### src/rtl/beat_tone_synth.sv
// beat_tone_synth: per-beat square-wave tone generator with repeat-note gap,
// volume scaling and a 16-bit stereo I2S serializer (same mono word on L/R).
module beat_tone_synth #(
    parameter int unsigned GAP_CYCLES = 1000000,  // silence before a repeated note
    parameter int unsigned GAP_W      = 20        // GAP_CYCLES must be < 2**GAP_W
) (
    input  logic        clk,
    input  logic        reset,
    input  logic        en,
    input  logic [11:0] ibeat,
    input  logic [21:0] tone_div,
    input  logic [2:0]  volume,
    input  logic        mute,
    output logic        audio_mclk,
    output logic        audio_sck,
    output logic        audio_lrck,
    output logic        audio_sdin,
    output logic        playing
);

    typedef enum logic [1:0] {
        S_IDLE,
        S_GAP,
        S_PLAY,
        S_REST
    } state_e;

    localparam logic [GAP_W-1:0] GAP_LAST = GAP_W'(GAP_CYCLES - 1);

    // Tone state
    state_e            state_q, state_d;
    logic [21:0]       cur_div_q, cur_div_d;
    logic [21:0]       tone_cnt_q, tone_cnt_d;
    logic              phase_q, phase_d;
    logic [GAP_W-1:0]  gap_cnt_q, gap_cnt_d;

    // Beat detection history
    logic [11:0]       prev_ibeat_q;
    logic              en_q;
    logic              new_beat;

    // Serializer state
    logic [8:0]        cnt_q;
    logic [15:0]       frame_q;
    logic              hold_q;
    logic              sdin_q;

    logic [15:0]       amp;
    logic [15:0]       sample;
    logic [4:0]        slot;
    logic [3:0]        bit_idx;
    logic              hold_bit;
    logic              sdin_d;

    // A beat starts on enable rising or whenever the beat index moves.
    assign new_beat = en && (!en_q || (ibeat != prev_ibeat_q));

    // Remember last cycle's enable and beat index for edge detection.
    always_ff @(posedge clk or posedge reset) begin
        if (reset) begin
            en_q         <= 1'b0;
            prev_ibeat_q <= '0;
        end else begin
            // NOTE: clocked blocks use non-blocking assignments so every
            // register in the design samples values from before the edge.
            en_q         <= en;
            prev_ibeat_q <= ibeat;
        end
    end

    // FSM and tone-generator state registers.
    always_ff @(posedge clk or posedge reset) begin
        if (reset) begin
            state_q    <= S_IDLE;
            cur_div_q  <= '0;
            tone_cnt_q <= '0;
            phase_q    <= 1'b0;
            gap_cnt_q  <= '0;
        end else begin
            state_q    <= state_d;
            cur_div_q  <= cur_div_d;
            tone_cnt_q <= tone_cnt_d;
            phase_q    <= phase_d;
            gap_cnt_q  <= gap_cnt_d;
        end
    end

    // Next-state: disable wins, then a new beat, then gap expiry / tone toggle.
    always_comb begin
        // NOTE: every next-state signal gets its hold value first, so no
        // branch below can leave one unassigned and infer a latch.
        state_d    = state_q;
        cur_div_d  = cur_div_q;
        tone_cnt_d = tone_cnt_q;
        phase_d    = phase_q;
        gap_cnt_d  = gap_cnt_q;

        if (!en) begin
            state_d    = S_IDLE;
            cur_div_d  = '0;
            tone_cnt_d = '0;
            phase_d    = 1'b0;
            gap_cnt_d  = '0;
        end else if (new_beat) begin
            cur_div_d  = tone_div;
            tone_cnt_d = '0;
            phase_d    = 1'b0;
            gap_cnt_d  = '0;
            if (tone_div == '0) begin
                state_d = S_REST;
            end else if (tone_div == cur_div_q) begin
                // Same pitch again: insert silence so the notes stay distinct.
                state_d = S_GAP;
            end else begin
                state_d = S_PLAY;
            end
        end else begin
            unique case (state_q)
                S_GAP: begin
                    if (gap_cnt_q == GAP_LAST) begin
                        state_d    = S_PLAY;
                        tone_cnt_d = '0;
                    end else begin
                        gap_cnt_d = gap_cnt_q + 1'b1;
                    end
                end
                S_PLAY: begin
                    if (tone_cnt_q == cur_div_q - 22'd1) begin
                        tone_cnt_d = '0;
                        phase_d    = ~phase_q;
                    end else begin
                        tone_cnt_d = tone_cnt_q + 22'd1;
                    end
                end
                default: begin
                    // IDLE and REST hold until the next beat.
                end
            endcase
        end
    end

    // Square-wave sample scaled by volume; silent outside PLAY or when muted.
    always_comb begin
        amp    = 16'h0080 << volume;
        sample = '0;
        if ((state_q == S_PLAY) && !mute && (volume != 3'd0)) begin
            sample = phase_q ? amp : (16'h0000 - amp);
        end
    end

    assign slot = cnt_q[8:4];

    // Pick the bit for the current slot: slot 0 carries the previous right
    // word's LSB, then left MSB-first, then right bits 15..1.
    always_comb begin
        // At cnt 0 the hold register is being loaded this very edge, so take
        // the bit straight from the outgoing frame to keep slot 0 consistent.
        hold_bit = (cnt_q == 9'd0) ? frame_q[0] : hold_q;
        if (slot <= 5'd16) begin
            bit_idx = 4'(5'd16 - slot);
        end else begin
            bit_idx = 4'(5'd0 - slot);
        end
        if (slot == 5'd0) begin
            sdin_d = hold_bit;
        end else begin
            sdin_d = frame_q[bit_idx];
        end
    end

    // Free-running frame counter, frame latch and registered serial data.
    always_ff @(posedge clk or posedge reset) begin
        if (reset) begin
            cnt_q   <= '0;
            // NOTE: the frame latch is an ordinary register and is cleared on
            // reset, so the first frame after reset always carries silence.
            frame_q <= '0;
            hold_q  <= 1'b0;
            sdin_q  <= 1'b0;
        end else begin
            cnt_q <= cnt_q + 9'd1;
            if (cnt_q == 9'd0) begin
                frame_q <= sample;
                hold_q  <= frame_q[0];
            end
            sdin_q <= sdin_d;
        end
    end

    assign audio_mclk = cnt_q[1];
    assign audio_sck  = cnt_q[3];
    assign audio_lrck = cnt_q[8];
    assign audio_sdin = sdin_q;
    assign playing    = (state_q == S_PLAY);

endmodule

### config.mk
export PLATFORM = sky130hd
export DESIGN_NAME = beat_tone_synth
export DESIGN_NICKNAME = d
export VERILOG_FILES = /design/src/rtl/beat_tone_synth.sv
export SDC_FILE = /design/constraint.sdc
export NUM_CORES = 1
export LEC_CHECK = 0
export ABC_AREA = 1
export CORE_MARGIN = 2
export CORE_UTILIZATION = 54
export CTS_BUF_LIST = sky130_fd_sc_hd__clkbuf_16
export DETAILED_ROUTE_END_ITERATION = 7
export GPL_TIMING_DRIVEN = 1
export PLACE_DENSITY = 0.77
export SLEW_MARGIN = 40
export SYNTH_ARGS = -nofsm -noshare
export SYNTH_HDL_FRONTEND = slang
export SYNTH_SLANG_ARGS = --single-unit
### constraint.sdc
create_clock -name clk -period 4 [get_ports clk]
set_input_delay 1.2 -clock clk [delete_from_list [all_inputs] [get_ports clk]]
set_output_delay 1.2 -clock clk [all_outputs]
set_load 0.01 [all_outputs]
* Word-level counts from Yosys, hierarchy flattened
Index checks and enable logic that the tools add are counted.
W data, S select, Z words.
** Word-level totals
- Register bits after elaboration :: 107
- Input port bits :: 41
** Cells by class
- Add/sub/neg operators :: 7
- $lt $le $gt $ge :: 2
- Equality and inequality tests :: 14
- Shift-type cells :: 1
- Muxes and demuxes :: 28
- Bitwise gates (word level) :: 1
- Reduce and logical (&&, ||, !) cells :: 14
** Operators with widths (number)
- $mux W22 :: 6
- $mux W20 :: 4
- $eq A22 B22 Y1 :: 2
- $pmux W22 S2 :: 1
- $mux W16 :: 2
- $add A22 B1 Y22 const B :: 1
- $logic_not A22 Y1 :: 1
- $sub A22 B1 Y22 const B :: 1
- $add A20 B1 Y20 const B :: 1
- $eq A20 B20 Y1 const B :: 1
- $shl A8 B3 Y16 const A :: 1
- $sub A1 B16 Y16 const A :: 1
- $mux W2 :: 6
- $ne A12 B12 Y1 :: 1
- $ne A3 B1 Y1 const B :: 4
- $add A9 B1 Y9 const B :: 1
- $logic_not A9 Y1 :: 1
- $reduce_and A2 Y1 :: 4
- $sub A1 B4 Y4 const A :: 2
- $mux W1 :: 7
- $le A5 B5 Y1 const B :: 1
- $logic_not A5 Y1 :: 1
- $lt A4 B5 Y1 const B :: 1
- $bmux W1 S4 :: 1
- 12 further kinds :: 15

* Logic depth before layout (Yosys ltp)
Gate-level depths: netlist (run 1).
- Depth in word-level cells :: 6
- Mapped depth :: 16
- Gate-level depth less buffers :: 16

* Least setup slack after synthesis (run 1)
No wires, ideal clock.
- Path kind :: input to register
- From :: input port ibeat[2]
- To :: register tone_cnt_q[12]
- Setup time :: 74 ps
- Data arrival time :: 2441 ps
- Data required time :: 3926 ps
- Path slack :: 1485 ps
- Stages :: 13
- Path buffers :: 1
- Path through :: inv_1 -> or2_1 -> nand2_1 -> nor2_1 -> nand2_1 -> nor2_1 -> nand2_1 -> nor2_4 -> nand3_2 -> inv_2 -> buf_2 -> nand2_1 -> o21ai_2
** On the way
- Word-level cells in the longest chain between the ends :: 5
- Elaborated cells between the ends (all ways) :: 8
** RTL lines
- start, declared :: line 10 : input logic [11:0] ibeat,
- $ne A12 B12 Y1 * :: line 56 : assign new_beat = en && (!en_q || (ibeat != prev_ibeat_q));
- $logic_or A1 B1 Y1 * :: line 56
- $logic_and A1 B1 Y1 * :: line 56
- $ne A4 B4 Y1 (no line), or another cell as far along
- $reduce_and A2 Y1 (no line) or $mux W22 (tied branches)
- end signal, assigned :: line 82 : tone_cnt_q <= tone_cnt_d;
- end, declared :: line 33 : logic [21:0] tone_cnt_q, tone_cnt_d;
Every way passes the cells marked *; elsewhere a longest branch is shown, timed or not.
A chain may end at the register's enable or synchronous reset.

* Final worst setup path (run 1)
- From :: register state_q[0]
- To :: output port playing
** On the way
- Word-level cells in the longest chain between the ends :: 1
** RTL lines
- start, declared :: line 31 : state_e state_q, state_d;
- start signal, assigned :: line 80 : state_q <= state_d;
- $eq A2 B2 Y1 :: line 194 : assign playing = (state_q == S_PLAY);
- end, declared :: line 18 : output logic playing
Every way passes these cells.

==> flow_metrics.py, run 1 <==
metrics = {
    "synthesis": {
        "ys_seq_elements": 100,
        "async_flop_share_pct": 100.0,
        "synth_edf_count": 0,
        "synth_fp_nets": 914,
        "synth_area_sq_um": 6322,
        "synth_cell_types": 43,
        "synthFlopType": "dfrtp_1",
        "synthCells": 865,
        "yosys_warnings": 0,
        "avgSynthCellArea_sq_um": 7.309,
        "seq_area_frac_synth_pct": 39.58,
    },
    "global_routing": {
        "globalRouteMet3Util_pct": 3.024,
        "grt_util_met2_pct": 36.83,
        "use_met1_pct": 34.57,
        "grt_pass1_vias": 5138,
        "grt_first_pass_wirelength_um": 24450,
        "overflow": 0,
        "grt_max_degree": 43,
        "track_usage_pct": 23.83,
        "antenna_found_initial": 0,
        "busiest_layer": "met2",
    },
    "sta": {
        "finalSetupTns_ns": 0,
        "finalMaxSlewViolations": 0,
        "fin_skew_ns": 0.006197,
        "setup_viol": 0,
        "worst_pin_slew_ns": 0.5287,
        "finalHoldViolations": 0,
        "fmax_mhz": 344.8,
        "rsz0062_at_grt": "no",
        "min_period_over_period_pct": 72.51,
        "min_period_ns": 2.900,
        "slew-limit-headroom_pct": 64.75,
    },
    "cts": {
        "cts_tree": "built",
        "clockRootBuffer": "clkbuf_16",
        "cts_buffers": 9,
        "cts.path.max_buffers": 2,
        "htreeDepth": 3,
        "post_cts_buffers": 0,
        "clk_latency_ns": 0.36,
        "path_clk_slew_ns": 0.07,
        "cts_resized": 0,
        "cts_sinks": 100,
        "postCtsHoldBufs": 0,
    },
    "die": {
        "dieArea_sq_um": 12590,
        "num_io_pins": 46,
        "die_w_um": 112.2,
        "start_util_pct": 55.37,
        "coreArea_sq_um": 11420,
        "chipHeight_um": 112.2,
        "row_count": 39,
    },
    "detailed_routing": {
        "wl_per_cell_um": 13.56,
        "viasPerCell": 5.268,
        "drtPass1Iterations": 5,
        "drc_errors": 0,
        "drt_iter0_drc": 385,
        "wl_um": 14400,
        "drtAntennaViolNets": 0,
        "vias": 5595,
    },
    "worst_setup_path": {
        "crit_type": "register to output port",
        "worstPathRequired_ns": 2.80,
        "crit_fanout": 4,
        "r2r_cells": 13,
        "start_kind": "register",
        "crit_arrival_ns": 1.70,
        "crit_path_end_kind": "output port",
    },
    "power": {
        "p_total_mw": 2.209,
        "ir_worst_vdd_mv": 0.1945,
        "power_leakage_nw": 3.372,
        "p_per_area_nw_per_um2": 306.5,
    },
    "layout": {
        "layout-drive-gt1-share_pct": 8.379,
        "area_growth_pct": 13.99,
        "final_area_sq_um": 7207,
        "nets": 963,
        "diodes": 0,
        "fillers": 1037,
    },
    "placed_design": {
        "place.gp.congestion": 0.9009,
        "place_area_sq_um": 6908,
        "numPortBuffers": 45,
        "dp_hpwl_um": 10730,
    },
    "hold_path": {
        "whs_path_depth": 1,
        "hold_path.class": "register to register",
    },
    "job": {
        "cap_viol_max_count": 0,
    },
    "outcome": {
        "status": "completed",
    },
}
layer usage:
| metal | part of all wire (%) | wire length (um) | vias up |
|---|---|---|---|
| met3 | 4.8 | 696 | 24 |
| met4 | 2.5 | 354 | 0 |
| li1 | - | - | 2874 |
| met1 | 47 | 6826 | 2551 |
| met5 | 0 | 0 | - |
| met2 | 45 | 6519 | 146 |
cell usage after synthesis, drive strengths merged, types with 8 or more instances:
| cell type | instances | area share [%] |
|---|---|---|
| nor2 | 91 | 6.2 |
| nand3 | 46 | 3.8 |
| ha | 8 | 1.6 |
| inv | 139 | 8.3 |
| o21ai | 54 | 5.3 |
| a21oi | 23 | 2.0 |
| xor2 | 34 | 4.7 |
| xnor2 | 17 | 2.4 |
| dfrtp | 100 | 40 |
| nand2 | 236 | 14 |
| o22ai | 20 | 2.0 |
| nand4 | 36 | 3.6 |
| nor3 | 19 | 1.6 |
where the power goes:
group | internal, mW | leakage (nW) | switching [mW]
Sequential | 1.03 | 1.32 | 0.0244
Clock | 0.490 | 0.143 | 0.406
Combinational | 0.105 | 1.91 | 0.151
path summary, 6_finish.rpt:
kind | from | to | slack (ns)
hold reg to reg | cnt_q[0]$_DFF_PP0_ | cnt_q[0]$_DFF_PP0_ | 0.48
setup reg to reg | cur_div_q[0]$_DFFE_PP0P_ | tone_cnt_q[20]$_DFFE_PP0P_ | 1.34
hold / removal | cnt_q[0]$_DFF_PP0_ | cnt_q[0]$_DFF_PP0_ | 0.48
min in group asynchronous | reset | prev_ibeat_q[9]$_DFF_PP0_ | 1.25
max in group asynchronous | reset | cur_div_q[2]$_DFFE_PP0P_ | 2.04
setup / recovery | state_q[0]$_DFFE_PP0P_ | playing | 1.10
sequential cells by signal, indices dropped and copies added, names as in the netlist:
register	count
audio_sdin	1
cnt_q	9
cur_div_q	22
en_q	1
frame_q	9
gap_cnt_q	20
hold_q	1
phase_q	1
prev_ibeat_q	12
state_q	2
tone_cnt_q	22
critical path, cell delays in order, from the launching register on:
cell and delay (ns):
dfrtp_1 0.37, inv_1 0.10, nand2_1 0.17, inv_1 0.14, clkdlybuf4s50_1 0.57
cell usage in the layout, fill, tap and decap left out, drive strengths merged, types with 2 or more instances in the layout:
| master | instances |
|---|---|
| a211oi | 2 |
| a21oi | 23 |
| and3 | 2 |
| buf | 6 |
| clkbuf | 9 |
| clkdlybuf4s50 | 45 |
| clkinv | 3 |
| dfrtp | 100 |
| ha | 8 |
| inv | 142 |
| nand2 | 236 |
| nand3 | 46 |
| nand3b | 4 |
| nand4 | 36 |
| nor2 | 91 |
| nor3 | 19 |
| nor3b | 3 |
| nor4 | 6 |
| o21a | 2 |
| o21ai | 54 |
| o21bai | 2 |
| o22ai | 20 |
| or2 | 3 |
| xnor2 | 17 |
| xor2 | 34 |
logic make-up after synthesis:
kind of cell,Yosys count,share of synthesized area [%]
AND/OR/NAND/NOR,446,31.51
buffers and inverters,153,9.757
AO/OA/AOI/OAI,106,10.33
flip-flops,100,39.58
XOR/XNOR,51,7.065
adder cells (fa/ha/maj),8,1.583
multiplexers,1,0.1781
stage by stage:
stage	cells	hold slack [ns]	setup WS, ns	util [%]
3_3_place_gp	1046	0.4425	0.8390	60.50
5_1_grt	1062	0.5032	0.9218	63.12
4_1_cts	1062	0.4899	1.085	63.12
6_report	1062	0.4835	1.100	63.12
2_1_floorplan	865	0.4273	0.1812	-
3_5_place_dp	1046	0.4724	0.7756	60.50
final cells by class:
class / count / area (sq um) / share of cell area [%]
multi-input cells: 612 / 3203 / 44.44
flip-flops and latches: 100 / 2502 / 34.72
inverters: 140 / 528.0 / 7.326
repair buffers: 51 / 495.5 / 6.875
clock buffers: 9 / 225.2 / 3.125
well taps: 143 / 178.9 / 2.483
clock inverters: 7 / 73.82 / 1.024
(Power assumes the default switching activity.)
==> inputs of run 2 (changes only) <==
--- a/config.mk
+++ b/config.mk
@@ -7,11 +7,11 @@
 export LEC_CHECK = 0
 export ABC_AREA = 1
 export CORE_MARGIN = 2
-export CORE_UTILIZATION = 54
+export CORE_UTILIZATION = 59
 export CTS_BUF_LIST = sky130_fd_sc_hd__clkbuf_16
 export DETAILED_ROUTE_END_ITERATION = 7
 export GPL_TIMING_DRIVEN = 1
-export PLACE_DENSITY = 0.77
+export PLACE_DENSITY = 0.8
 export SLEW_MARGIN = 40
 export SYNTH_ARGS = -nofsm -noshare
 export SYNTH_HDL_FRONTEND = slang
==> constraint.sdc (replaced) <==
create_clock -name clk -period 2.75 [get_ports clk]
set_input_delay 0.825 -clock clk [delete_from_list [all_inputs] [get_ports clk]]
set_output_delay 0.825 -clock clk [all_outputs]
set_load 0.01 [all_outputs]
==> run 2 against run 1 <==
Compared with the run above:
- combinational power increased by 53%
- wire length increased by 11%
- hold slack improved by 0.0064 ns
- final area increased by 1.9%
- first-iteration DRC count increased by 20%
- via count increased by 4.9%
- sequential share of layout area decreased by 0.64 points
- critical endpoint is now tone_cnt_q[20]$_DFFE_PP0P_
==> flow_metrics.py, run 2 (same netlist as run 1, synthesis figures left out) <==
metrics = {
    "layout": {
        "final_common_cell": "nand2_1",
        "diodes": 0,
        "nets": 970,
        "largestRegisters": "cur_div_q (22), tone_cnt_q (22), gap_cnt_q (20)",
        "fin_cells": 1062,
        "area_growth_pct": 16.15,
        "layout_common_cells": "nand2_1, inv_1, dfrtp_1",
        "layout-drive-gt1-share_pct": 9.287,
    },
    "worst_setup_path": {
        "crit_type": "register to register",
        "crit_arrival_ns": 2.84,
        "crit_fanout": 21,
        "start_kind": "register",
        "crit_path_end_kind": "register",
        "worstPathRequired_ns": 2.99,
    },
    "die": {
        "die_w_um": 107.5,
        "row_count": 37,
        "chipHeight_um": 107.5,
        "num_io_pins": 46,
        "coreArea_sq_um": 10370,
        "dieArea_sq_um": 11560,
        "start_util_pct": 60.97,
    },
    "power": {
        "p_clk_share_pct": 44.1,
        "power_frac_seq_pct": 44.6,
        "p_int_mw": 2.568,
        "ir_worst_vdd_mv": 0.3583,
        "power_leakage_nw": 3.448,
        "p_per_area_nw_per_um2": 469.9,
        "p_switching_mw": 0.8827,
        "switching_share_pct": 25.58,
        "p_comb_share_pct": 11.3,
        "p_total_mw": 3.450,
    },
    "detailed_routing": {
        "wl_met3_um": 1025,
        "wl_met2_um": 7660,
        "drtAntennaViolNets": 0,
        "drc_errors": 0,
        "drtPass1Iterations": 6,
        "vias": 5867,
        "wl_um": 15950,
        "viasPerCell": 5.524,
        "wl_per_cell_um": 15.02,
        "wl_met1_um": 6927,
        "top_layer_used": "met4",
        "drt_iter0_drc": 461,
    },
    "global_routing": {
        "grt_pass1_vias": 5704,
        "track_usage_pct": 29.46,
        "antenna_found_initial": 0,
        "grt_max_degree": 44,
        "overflow": 0,
        "grt_first_pass_wirelength_um": 26980,
    },
    "sta": {
        "fin_skew_ns": 0.01151,
        "finalHoldViolations": 0,
        "min_period_ns": 2.601,
        "finalMaxSlewViolations": 0,
        "rsz0062_at_grt": "no",
        "setup_viol": 0,
        "finalSetupTns_ns": 0,
        "worst_pin_slew_ns": 0.5432,
        "worst_slack_ns": 0.1488,
        "fmax_mhz": 384.4,
        "min_period_over_period_pct": 94.59,
        "slew-limit-headroom_pct": 63.71,
    },
    "cts": {
        "clk_latency_ns": 0.36,
        "cts.path.max_buffers": 2,
        "post_cts_buffers": 0,
        "clockRootBuffer": "clkbuf_16",
        "path_clk_slew_ns": 0.08,
        "cts_sinks": 100,
        "cts_resized": 0,
        "cts_tree": "built",
        "htreeDepth": 3,
        "cts_buffers": 9,
        "postCtsHoldBufs": 0,
    },
    "placed_design": {
        "dp.cells": 1046,
        "numPortBuffers": 45,
        "dp_hpwl_um": 11850,
        "post-place-ws_ns": 0.02930,
        "place.gp.congestion": 0.9368,
    },
    "job": {
        "cap_viol_max_count": 0,
    },
    "hold_path": {
        "hold_path.class": "register to register",
    },
    "outcome": {
        "status": "completed",
    },
}
## run 2: changes by cell type in the layout (fill, tap and decap cells not counted)
cell	change
inv_4	-1
buf_12	+3
buf_4	+4
clkinv_1	-2
inv_6	+1
bufinv_16	+2
## run 2: path summary, 6_finish.rpt
kind / cells past startpoint / endpoint / from / slack [ns]
min in group asynchronous: 2 / prev_ibeat_q[9]$_DFF_PP0_ / reset / 0.86
hold / removal: 1 / cnt_q[0]$_DFF_PP0_ / cnt_q[0]$_DFF_PP0_ / 0.49
setup reg to reg: 14 / tone_cnt_q[20]$_DFFE_PP0P_ / cur_div_q[0]$_DFFE_PP0P_ / 0.15
max in group asynchronous: 3 / tone_cnt_q[11]$_DFFE_PP0P_ / reset / 1.28
setup / recovery: 14 / tone_cnt_q[20]$_DFFE_PP0P_ / cur_div_q[0]$_DFFE_PP0P_ / 0.15
hold reg to reg: 1 / cnt_q[0]$_DFF_PP0_ / cnt_q[0]$_DFF_PP0_ / 0.49
## run 2: per-layer routing
| layer | track usage [%] | up-vias |
|---|---|---|
| met5 | 0 | - |
| met2 | 49.37 | 236 |
| met3 | 3.208 | 29 |
| met1 | 40.09 | 2714 |
| met4 | 9.524 | 0 |
| li1 | - | 2888 |
## run 2: power by group through the flow
stage	registers [mW]	clock network, mW	logic (mW)
floorplan	1.56	0	0.236
global placement	1.57	0	0.366
detailed placement	1.57	0	0.382
CTS	1.54	1.53	0.388
global route	1.54	1.59	0.436
finish	1.54	1.52	0.391
## run 2: final cells by class
type	count	area, sq um
clock inverter	7	127.6
inverter	140	529.3
tap	136	170.2
sequential	100	2502
timing repair buffer	58	585.6
multi-input combinational	612	3203
fill	840	3027
clock buffer	9	225.2
## run 2: through the flow
stage	hold slack (ns)	area [sq um]	util (%)
after global routing	0.5073	7343	70.81
after floorplan	0.4273	6326	-
after global placement	0.4466	6990	67.41
final	0.4899	7343	70.81
after detailed placement	0.4601	6990	67.41
after CTS	0.4960	7343	70.81
## run 2: critical path, cell delays in order, from the launching register on
cell and delay (ns):
dfrtp_1 0.43, inv_2 0.11, ha_1 0.27, nand2_2 0.11
nor2_2 0.36, nand3_1 0.20, nand2_1 0.12, nand2_1 0.06
nor2_1 0.11, nand2_1 0.07, nor2_2 0.18, nand2_2 0.12
nand2_4 0.08, buf_12 0.18, o21ai_1 0.08
==> inputs of run 3 (changes only) <==
--- a/config.mk
+++ b/config.mk
@@ -9,6 +9,7 @@
 export CORE_MARGIN = 2
 export CORE_UTILIZATION = 59
 export CTS_BUF_LIST = sky130_fd_sc_hd__clkbuf_16
+export CTS_CLUSTER_SIZE = 12
 export DETAILED_ROUTE_END_ITERATION = 7
 export GPL_TIMING_DRIVEN = 1
 export PLACE_DENSITY = 0.8
==> results of run 3 <==
The final DEF is identical to that of run 2; final timing and power are the same.
